--- config.mk ---
export PLATFORM = sky130hd
export DESIGN_NAME = rx_sync_ctrl
export DESIGN_NICKNAME = d
export VERILOG_FILES = /design/src/rtl/rx_sync_pkg.sv /design/src/rtl/rx_sync_ctrl.sv
export SDC_FILE = /design/constraint.sdc
export NUM_CORES = 1
export LEC_CHECK = 0
export BUFFER_PORTS_ARGS = -buffer_cell sky130_fd_sc_hd__buf_4
export CORE_MARGIN = 2
export CORE_UTILIZATION = 56
export DETAILED_ROUTE_END_ITERATION = 12
export GPL_ROUTABILITY_DRIVEN = 0
export PLACE_DENSITY = 0.77
export RECOVER_POWER = 100
export SETUP_SLACK_MARGIN = 0.4
export SYNTH_ARGS = -nofsm -noshare
export SYNTH_HDL_FRONTEND = slang
export SYNTH_SLANG_ARGS = --single-unit
--- constraint.sdc ---
create_clock -name clk -period 5.53 [get_ports clk]
set_input_delay 0.2765 -clock clk [delete_from_list [all_inputs] [get_ports clk]]
set_output_delay 0.2765 -clock clk [all_outputs]
set_load 0.01 [all_outputs]
--- src/rtl/rx_sync_pkg.sv ---
`default_nettype none
// +----------------------------------------------------------------------+
// | rx_sync_pkg : shared state type, default constants, comma clamp      |
// | Revision    : 1.0                                                    |
// +----------------------------------------------------------------------+
package rx_sync_pkg;

  typedef enum logic [1:0] {
    LOS      = 2'd0,
    ACQ      = 2'd1,
    SYNC     = 2'd2,
    SYNC_ERR = 2'd3
  } sync_state_e;

  localparam int DEF_GOOD_RUN  = 4;
  localparam int DEF_ERR_LIMIT = 4;
  localparam int DEF_TIMEOUT   = 63;

  // The detector only understands 1..4 consecutive commas.
  function automatic logic [2:0] clamp_comma(input logic [2:0] cfg);
    logic [2:0] res;
    res = cfg;
    if (cfg == 3'd0) begin
      res = 3'd1;
    end else if (cfg > 3'd4) begin
      res = 3'd4;
    end
    return res;
  endfunction

endpackage
`default_nettype wire

--- src/rtl/rx_sync_ctrl.sv ---
`default_nettype none
// +----------------------------------------------------------------------+
// | rx_sync_ctrl : PCS receive symbol-synchronisation state machine      |
// | Revision     : 1.0                                                   |
// +----------------------------------------------------------------------+
module rx_sync_ctrl
  import rx_sync_pkg::*;
#(
  parameter int GOOD_RUN  = DEF_GOOD_RUN,
  parameter int ERR_LIMIT = DEF_ERR_LIMIT,
  parameter int TIMEOUT   = DEF_TIMEOUT
) (
  input  logic       clk,
  input  logic       rst_n,
  input  logic       sym_valid,
  input  logic       is_comma,
  input  logic       code_err,
  input  logic [2:0] cfg_comma_number,
  output logic [2:0] COMMA_NUMBER,
  output logic       sync_ok,
  output logic       realign,
  output logic [2:0] err_cnt,
  output logic [7:0] los_events
);

  localparam logic [7:0] GOOD_RUN_C  = 8'(GOOD_RUN);
  localparam logic [2:0] ERR_LIMIT_C = 3'(ERR_LIMIT);
  localparam logic [7:0] TIMEOUT_C   = 8'(TIMEOUT);

  sync_state_e state_q, state_d;
  logic [2:0]  comma_num_q, comma_num_d;
  logic [2:0]  comma_cnt_q, comma_cnt_d;
  logic [2:0]  err_cnt_q, err_cnt_d;
  logic [7:0]  good_cnt_q, good_cnt_d;
  logic [7:0]  wd_q, wd_d;
  logic        realign_q, realign_d;
  logic [7:0]  los_q, los_d;
  logic        lost;

  logic sym_bad, sym_good, sym_comma;
  assign sym_bad   = sym_valid & code_err;
  assign sym_good  = sym_valid & ~code_err;
  assign sym_comma = sym_good & is_comma;

  always_comb begin
    state_d     = state_q;
    comma_num_d = comma_num_q;
    comma_cnt_d = comma_cnt_q;
    err_cnt_d   = err_cnt_q;
    good_cnt_d  = good_cnt_q;
    wd_d        = wd_q;
    lost        = 1'b0;

    case (state_q)
      LOS: begin
        comma_num_d = clamp_comma(cfg_comma_number);
        if (sym_comma) begin
          if (comma_num_q == 3'd1) begin
            state_d = SYNC;
          end else begin
            state_d     = ACQ;
            comma_cnt_d = 3'd1;
          end
        end
      end
      ACQ: begin
        if (sym_bad) begin
          state_d = LOS;
        end else if (sym_comma) begin
          comma_cnt_d = comma_cnt_q + 3'd1;
          if (comma_cnt_q + 3'd1 >= comma_num_q) begin
            state_d = SYNC;
          end
        end
      end
      SYNC: begin
        if (sym_bad) begin
          state_d    = SYNC_ERR;
          err_cnt_d  = 3'd1;
          good_cnt_d = 8'd0;
        end
      end
      SYNC_ERR: begin
        if (sym_bad) begin
          err_cnt_d  = err_cnt_q + 3'd1;
          good_cnt_d = 8'd0;
          if (err_cnt_q + 3'd1 >= ERR_LIMIT_C) begin
            state_d = LOS;
          end
        end else if (sym_good) begin
          if (good_cnt_q + 8'd1 >= GOOD_RUN_C) begin
            good_cnt_d = 8'd0;
            err_cnt_d  = err_cnt_q - 3'd1;
            if (err_cnt_q == 3'd1) begin
              state_d = SYNC;
            end
          end else begin
            good_cnt_d = good_cnt_q + 8'd1;
          end
        end
      end
      default: state_d = LOS;
    endcase

    // A valid symbol in the would-be timeout cycle rescues the link.
    if (state_q != LOS) begin
      if (sym_valid) begin
        wd_d = 8'd0;
      end else if (wd_q + 8'd1 >= TIMEOUT_C) begin
        state_d = LOS;
      end else begin
        wd_d = wd_q + 8'd1;
      end
    end

    if ((state_q != LOS) && (state_d == LOS)) begin
      lost        = 1'b1;
      comma_cnt_d = 3'd0;
      err_cnt_d   = 3'd0;
      good_cnt_d  = 8'd0;
      wd_d        = 8'd0;
    end

    realign_d = lost;
    los_d     = (lost && (los_q != 8'hFF)) ? los_q + 8'd1 : los_q;
  end

  always_ff @(posedge clk or negedge rst_n) begin
    if (!rst_n) begin
      state_q     <= LOS;
      comma_num_q <= 3'd1;
      comma_cnt_q <= 3'd0;
      err_cnt_q   <= 3'd0;
      good_cnt_q  <= 8'd0;
      wd_q        <= 8'd0;
      realign_q   <= 1'b0;
      los_q       <= 8'd0;
    end else begin
      state_q     <= state_d;
      comma_num_q <= comma_num_d;
      comma_cnt_q <= comma_cnt_d;
      err_cnt_q   <= err_cnt_d;
      good_cnt_q  <= good_cnt_d;
      wd_q        <= wd_d;
      realign_q   <= realign_d;
      los_q       <= los_d;
    end
  end

  assign COMMA_NUMBER = comma_num_q;
  assign sync_ok      = (state_q == SYNC) || (state_q == SYNC_ERR);
  assign realign      = realign_q;
  assign err_cnt      = err_cnt_q;
  assign los_events   = los_q;

endmodule
`default_nettype wire

Yosys cells after proc, flatten, opt, wreduce, memory -nomap -nowiden
Cells that the tools add are included.
{"block": "totals", "inputBits": 8, "elab_cells": 91, "ramBits": 0, "register_bits": 36, "rom_bits": 0, "n_memories": 0, "latchBits": 0, "out_inout_bits": 16}
{"block": "classes", "shift": 0, "bitwise_logic": 4, "n_mul": 0, "n_lt_le_gt_ge": 5, "reduce_logical": 14, "n_div": 0, "add_sub_neg": 6, "n_mux": 40, "n_eq_ne": 14}
{"cell": "2-to-1 mux 8 bit", "n": 9}
{"cell": "2-to-1 mux 3 bit", "n": 12}
{"cell": "2-to-1 mux 2 bit", "n": 14}
{"cell": "adder 8 x 1 -> 8 bit, second input constant", "n": 3}
{"cell": "case mux 8 bit (2 select lines)", "n": 1}
{"cell": "!= test 3 bit, second input constant", "n": 5}
{"cell": "case mux 3 bit (2 select lines)", "n": 2}
{"cell": ">= comparator 8 x 3 -> 1 bit, second input constant", "n": 1}
{"cell": ">= comparator 8 x 6 -> 1 bit, second input constant", "n": 1}
{"cell": "!= test 4 bit, second input constant", "n": 2}
{"cell": "!= test 8 bit, second input constant", "n": 1}
{"cell": "case mux 2 bit (4 select lines)", "n": 1}
{"cell": "adder 3 x 1 -> 3 bit, second input constant", "n": 2}
{"cell": "equality test 3 x 1 -> 1 bit, second input constant", "n": 2}
{"cell": "nonzero test 3 bit", "n": 2}
{"cell": "AND reduction 5 bit", "n": 1}
{"cell": "equality test 2 bit, second input constant", "n": 2}
{"cell": "zero test 2 bit", "n": 2}
{"cell": "AND reduction 4 bit", "n": 1}
{"cell": "nonzero test 2 bit", "n": 2}
{"cell": "bitwise AND 1 bit", "n": 3}
{"cell": ">= comparator 3 bit", "n": 1}
{"cell": ">= comparator 3 bit, second input constant", "n": 1}
{"cell": "> comparator 3 bit, second input constant", "n": 1}
{"cell": "10 further kinds", "n": 11}

Depth between registers and ports, before layout
{"block": "logic_depth", "depth_word": 13, "depth_mapped": 12, "mapped_depth_nobuf": 11}

Worst setup path after synthesis
No wires, ideal clock.
{"block": "synth_path", "kind": "register -> register", "start": "register comma_cnt_q[0]", "end": "register good_cnt_q[0]", "slack_ns": 2.981, "stages_incl_launch_ff": 12, "required_time_ns": 5.402, "arrival_time_ns": 2.421, "setup_ns": 0.128, "path_buffers": 0, "period_less_slack_ns": 2.549, "cell_sequence": "dfrtp_1 -> ha_1 -> nand2b_1 -> nand2_1 -> ha_1 -> a21oi_1 -> o21ai_0 -> a311o_1 -> nand2b_1 -> nand2b_1 -> o211ai_4 -> mux2_1"}
{"block": "synth_between", "elab_chain_len": 13, "elab_cells_between_ends": 16, "classes_between": "add/sub: 1; order compare: 1; eq/ne: 2; mux: 8; reduce/logical: 4"}
{"element": "start, declared", "line_no": "rx_sync_ctrl.sv:32", "text": "logic [2:0] comma_cnt_q, comma_cnt_d;"}
{"element": "start signal, assigned", "line_no": "rx_sync_ctrl.sv:141", "text": "comma_cnt_q <= comma_cnt_d;"}
{"element": "adder 3 x 1 -> 3 bit *", "line_no": "rx_sync_ctrl.sv:71", "text": "if (comma_cnt_q + 3'd1 >= comma_num_q) begin"}
{"element": ">= comparator 3 bit *", "line_no": "rx_sync_ctrl.sv:71"}
{"element": "2-to-1 mux 2 bit *", "line_no": "rx_sync_ctrl.sv:71"}
{"element": "2-to-1 mux 2 bit *", "line_no": "rx_sync_ctrl.sv:69", "text": "end else if (sym_comma) begin"}
{"element": "2-to-1 mux 2 bit *", "line_no": "rx_sync_ctrl.sv:67", "text": "if (sym_bad) begin"}
{"element": "case mux 2 bit (4 select lines) *", "line_no": "rx_sync_ctrl.sv:54", "text": "case (state_q)"}
{"element": "2-to-1 mux 2 bit", "line_no": "rx_sync_ctrl.sv:109", "text": "end else if (wd_q + 8'd1 >= TIMEOUT_C) begin"}
{"element": "2-to-1 mux 2 bit", "line_no": "rx_sync_ctrl.sv:107", "text": "if (sym_valid) begin"}
{"element": "2-to-1 mux 2 bit *", "line_no": "rx_sync_ctrl.sv:106", "text": "if (state_q != LOS) begin"}
{"element": "zero test 2 bit *", "line_no": "rx_sync_ctrl.sv:116", "text": "if ((state_q != LOS) && (state_d == LOS)) begin"}
{"element": "logical AND 1 bit *", "line_no": "rx_sync_ctrl.sv:116"}
{"element": "!= test 4 bit (no source line), or another cell as far along"}
{"element": "AND reduction 3 bit (no source line)"}
{"element": "end signal, assigned", "line_no": "rx_sync_ctrl.sv:143", "text": "good_cnt_q <= good_cnt_d;"}
{"element": "end, declared", "line_no": "rx_sync_ctrl.sv:34", "text": "logic [7:0] good_cnt_q, good_cnt_d;"}
Mark *: on every way between the ends. The rest lies on a longest branch, timed or not.
A chain may end at the register's enable or synchronous reset.

Worst setup path after layout
{"block": "layout_path", "start": "register comma_cnt_q[0]", "end": "register los_q[5] (netlist: los_events[5])"}
{"block": "layout_between", "elab_chain_len": 13}
{"element": "adder 3 x 1 -> 3 bit *", "line_no": "rx_sync_ctrl.sv:71"}
{"element": ">= comparator 3 bit *", "line_no": "rx_sync_ctrl.sv:71"}
{"element": "2-to-1 mux 2 bit *", "line_no": "rx_sync_ctrl.sv:71"}
{"element": "2-to-1 mux 2 bit *", "line_no": "rx_sync_ctrl.sv:69"}
{"element": "2-to-1 mux 2 bit *", "line_no": "rx_sync_ctrl.sv:67"}
{"element": "case mux 2 bit (4 select lines) *", "line_no": "rx_sync_ctrl.sv:54"}
{"element": "2-to-1 mux 2 bit", "line_no": "rx_sync_ctrl.sv:109"}
{"element": "2-to-1 mux 2 bit", "line_no": "rx_sync_ctrl.sv:107"}
{"element": "2-to-1 mux 2 bit *", "line_no": "rx_sync_ctrl.sv:106"}
{"element": "zero test 2 bit *", "line_no": "rx_sync_ctrl.sv:116"}
{"element": "logical AND 1 bit *", "line_no": "rx_sync_ctrl.sv:116"}
{"element": "2-to-1 mux 1 bit *", "line_no": "rx_sync_ctrl.sv:116"}
{"element": "logical AND 1 bit *", "line_no": "rx_sync_ctrl.sv:125", "text": "los_d = (lost && (los_q != 8'hFF)) ? los_q + 8'd1 : los_q;"}
{"element": "end signal, assigned", "line_no": "rx_sync_ctrl.sv:146", "text": "los_q <= los_d;"}
{"element": "end, declared", "line_no": "rx_sync_ctrl.sv:37", "text": "logic [7:0] los_q, los_d;"}
Marks and branches as above.

==> flow_metrics.py <==
metrics = {
    "place": {
        "io_buffers": 23,
        "place_hpwl_um": 2940,
    },
    "cts": {
        "cts_hold_buf": 1,
        "postCtsSetupBuffers": 0,
        "clk_latency_ns": 0.29,
        "clk_pin_slew_ns": 0.07,
        "clockRootBuffer": "clkbuf_8",
        "cts-buffers-inserted": 5,
        "cts_buffer_depth": 2,
        "clock_sinks": 36,
        "htreeDepth": 2,
        "cts_resized": 0,
        "cts_tree": "built",
    },
    "hold_path": {
        "worstHoldEndpoint": "COMMA_NUMBER[0]",
        "hold_depth": 2,
        "holdCritStartpoint": "cfg_comma_number[2]",
        "hp-class": "in -> reg",
    },
    "logic_synthesis": {
        "synth_area_leaders": "dfrtp_1, ha_1, nand2_1, and2_1, nor2_1",
        "syn_avg_cell_area_um2": 9.64,
        "synth_top_family_by_area": "simple AND/OR/NAND/NOR gates",
        "ys_types": 56,
        "syn_inst": 223,
        "synth_mux_area_frac": 0.0209,
        "netlist_area_um2": 2150,
        "yosysTopAreaCell": "dfrtp_1",
        "ys_ff_latch": 36,
        "synth_fp_nets": 242,
        "synth_seq_area_share": 0.419,
        "synth-compound-area-share": 0.180,
        "synth-simple-area-share": 0.238,
        "async_flop_share": 1.00,
        "synth_xor_area_frac": 0.0407,
        "ys.flop_type": "dfrtp_1",
        "synth.most_common_cell": "dfrtp_1",
        "yosys_warnings": 0,
        "yosys-top-cells-count": "dfrtp_1, nand2_1, nor2_1",
        "synth_edf_count": 0,
        "synth_fa_ha_area_frac": 0.0640,
        "synth_top_area_frac": 0.407,
    },
    "die": {
        "initial_core_util": 0.583,
        "boundaryPins": 24,
        "rows": 22,
        "die_w_um": 66.0,
        "core_area_um2": 3690,
        "die_y_um": 66.0,
        "die_area_um2": 4350,
    },
    "drt": {
        "drc": 0,
        "routedWlPerCell_um": 14.7,
        "finalWirelength_um": 4280,
        "ant_nets": 0,
        "dr.pass1.iters": 4,
        "post_drt_via_cell_ratio": 5.92,
        "drt-initial-drc-count": 71,
        "vias": 1729,
    },
    "finish": {
        "multi_input_area_um2": 1140,
        "drive_above_1_share": 0.0820,
        "antenna_cells": 0,
        "nets": 263,
        "synthToLayoutAreaGrowth_pct": 9.48,
        "fillers": 322,
        "final_util": 0.638,
        "seq_area_um2": 902,
    },
    "sta": {
        "final.setup.tns_ns": 0,
        "worstMarginPinSlew_ns": 1.92,
        "min_period_over_period": 0.657,
        "slew_viol_final": 37,
        "finalSetupViolCount": 0,
        "hold_viol": 0,
        "clock_skew_ns": 0.00521,
        "timing.fmax_ghz": 0.275,
        "period_needed_ns": 3.63,
        "relSlewSlack": -0.281,
        "rsz0062_at_grt": "false",
    },
    "critical_path": {
        "r2r_start": "comma_cnt_q[0]",
        "cp_cell_sequence": "ha_1 > nand2b_1 > nand2_1 > ha_1 > a21oi_1 > o21ai_0 > a221o_1 > o211ai_1 > o21ai_0 > nor3_1 > xor2_1",
        "slowest_delay_ns": 0.79,
        "cp_slowest_cell": "o211ai_1",
        "worst-path-max-fanout": 13,
        "worst_setup_path_end_kind": "flop",
        "setup.worst_path.class": "reg -> reg",
        "arrival_ns": 3.85,
        "r2r_end": "los_events[5]",
        "crit_required_ns": 5.74,
        "crit_path_start_kind": "flop",
        "r2r_cells": 11,
        "r2r_slack_ns": 1.90,
    },
    "global_routing": {
        "grt_pass1_wl_um": 7490,
        "antenna_found_initial": 0,
        "grt_usage": 0.227,
        "grt_pass1_vias": 1673,
        "grt_max_degree": 37,
        "grt-ovfl-total": 0,
    },
    "status": {
        "status": "finished, violations left",
        "violations": "capacitance limit, slew limit",
    },
    "job": {
        "cap_violations": 1,
    },
    "power": {
        "p_per_area_nw_per_um2": 444,
        "p_leak_nw": 1.04,
        "ir_drop_mv": 0.280,
    },
}
[per-layer routing]
metal,vias to the layer above,wire [um],global-route usage
li1,845,-,-
met1,839,1950,0.297
met2,38,2070,0.369
met3,7,201,0.0477
met4,0,60,0.0867
met5,-,0,0
[area by class of cell]
type                            instances  share of cell area
Tap cell                               48              0.0255
Sequential cell                        36               0.383
Clock buffer                            7              0.0409
Multi-Input combinational cell        169               0.486
Inverter                                8              0.0128
Timing Repair Buffer                   24              0.0521
[cells by family (layout without fill, tap and decap cells)]
family | Yosys count | count (layout)
flops | 36 | 36
fa+ha+maj | 11 | 11
mux | 4 | 4
xor+xnor | 10 | 10
compound gates | 53 | 53
simple gates | 91 | 91
buf+inv | 18 | 39
[critical path, delay by kind of cell, from the launching register on]
kind	cells	cell delay, ns
AOI/OAI and AO/OA	5	1.93
and+or+nand+nor	3	0.53
adders and majority gates	2	0.47
DFF	1	0.44
xor gates and xnor gates	1	0.17
[layout by cell type, fill, tap and decap left out, drive strengths merged, types with 6 or more instances in the layout]
master and instances:
buf 7, inv 8, nand2b 7, and2 11, a21oi 10, nor2 14
dfrtp 35, nand3 7, o21ai 12, ha 11, nand2 20, clkbuf 23
or3 6
[power by group]
part,total [mW],internal (mW),leakage [nW],switching [mW]
Combinational,0.419,0.184,0.521,0.235
Clock,0.203,0.111,0.0503,0.0918
Sequential,0.424,0.332,0.473,0.0916
Total,1.05,0.628,1.04,0.418
[registers in the layout (all words and copies together), names as in the netlist]
register and flops:
COMMA_NUMBER 3, comma_cnt_q 3, err_cnt 3, good_cnt_q 8, los_events 8, realign 1, state_q 2, wd_q 8
[worst max path at each step]
stage	from	end	slack [ns]	cells after the start
after floorplan	comma_cnt_q[0]	good_cnt_q[0]	2.98	11
after global placement	comma_cnt_q[0]	los_events[5]	2.66	11
after detailed placement	comma_cnt_q[0]	los_events[5]	2.52	11
after CTS	comma_cnt_q[0]	los_events[5]	2.47	11
after global routing	comma_cnt_q[0]	los_events[5]	1.52	11
final	comma_cnt_q[0]	los_events[5]	1.90	11
[per-stage QoR]
stage	instance area [um^2]	cells	power [mW]	setup slack, ns	hold slack (ns)
after floorplan	2150	223	0.753	2.98	-0.0191
after global placement	2330	284	0.881	2.66	0.262
after detailed placement	2330	284	0.895	2.52	0.261
after CTS	2440	292	1.10	2.47	0.156
after global routing	2350	292	1.14	1.52	0.166
final	2350	292	1.05	1.90	0.161
Note: power is estimated with default switching activity, not from simulation.
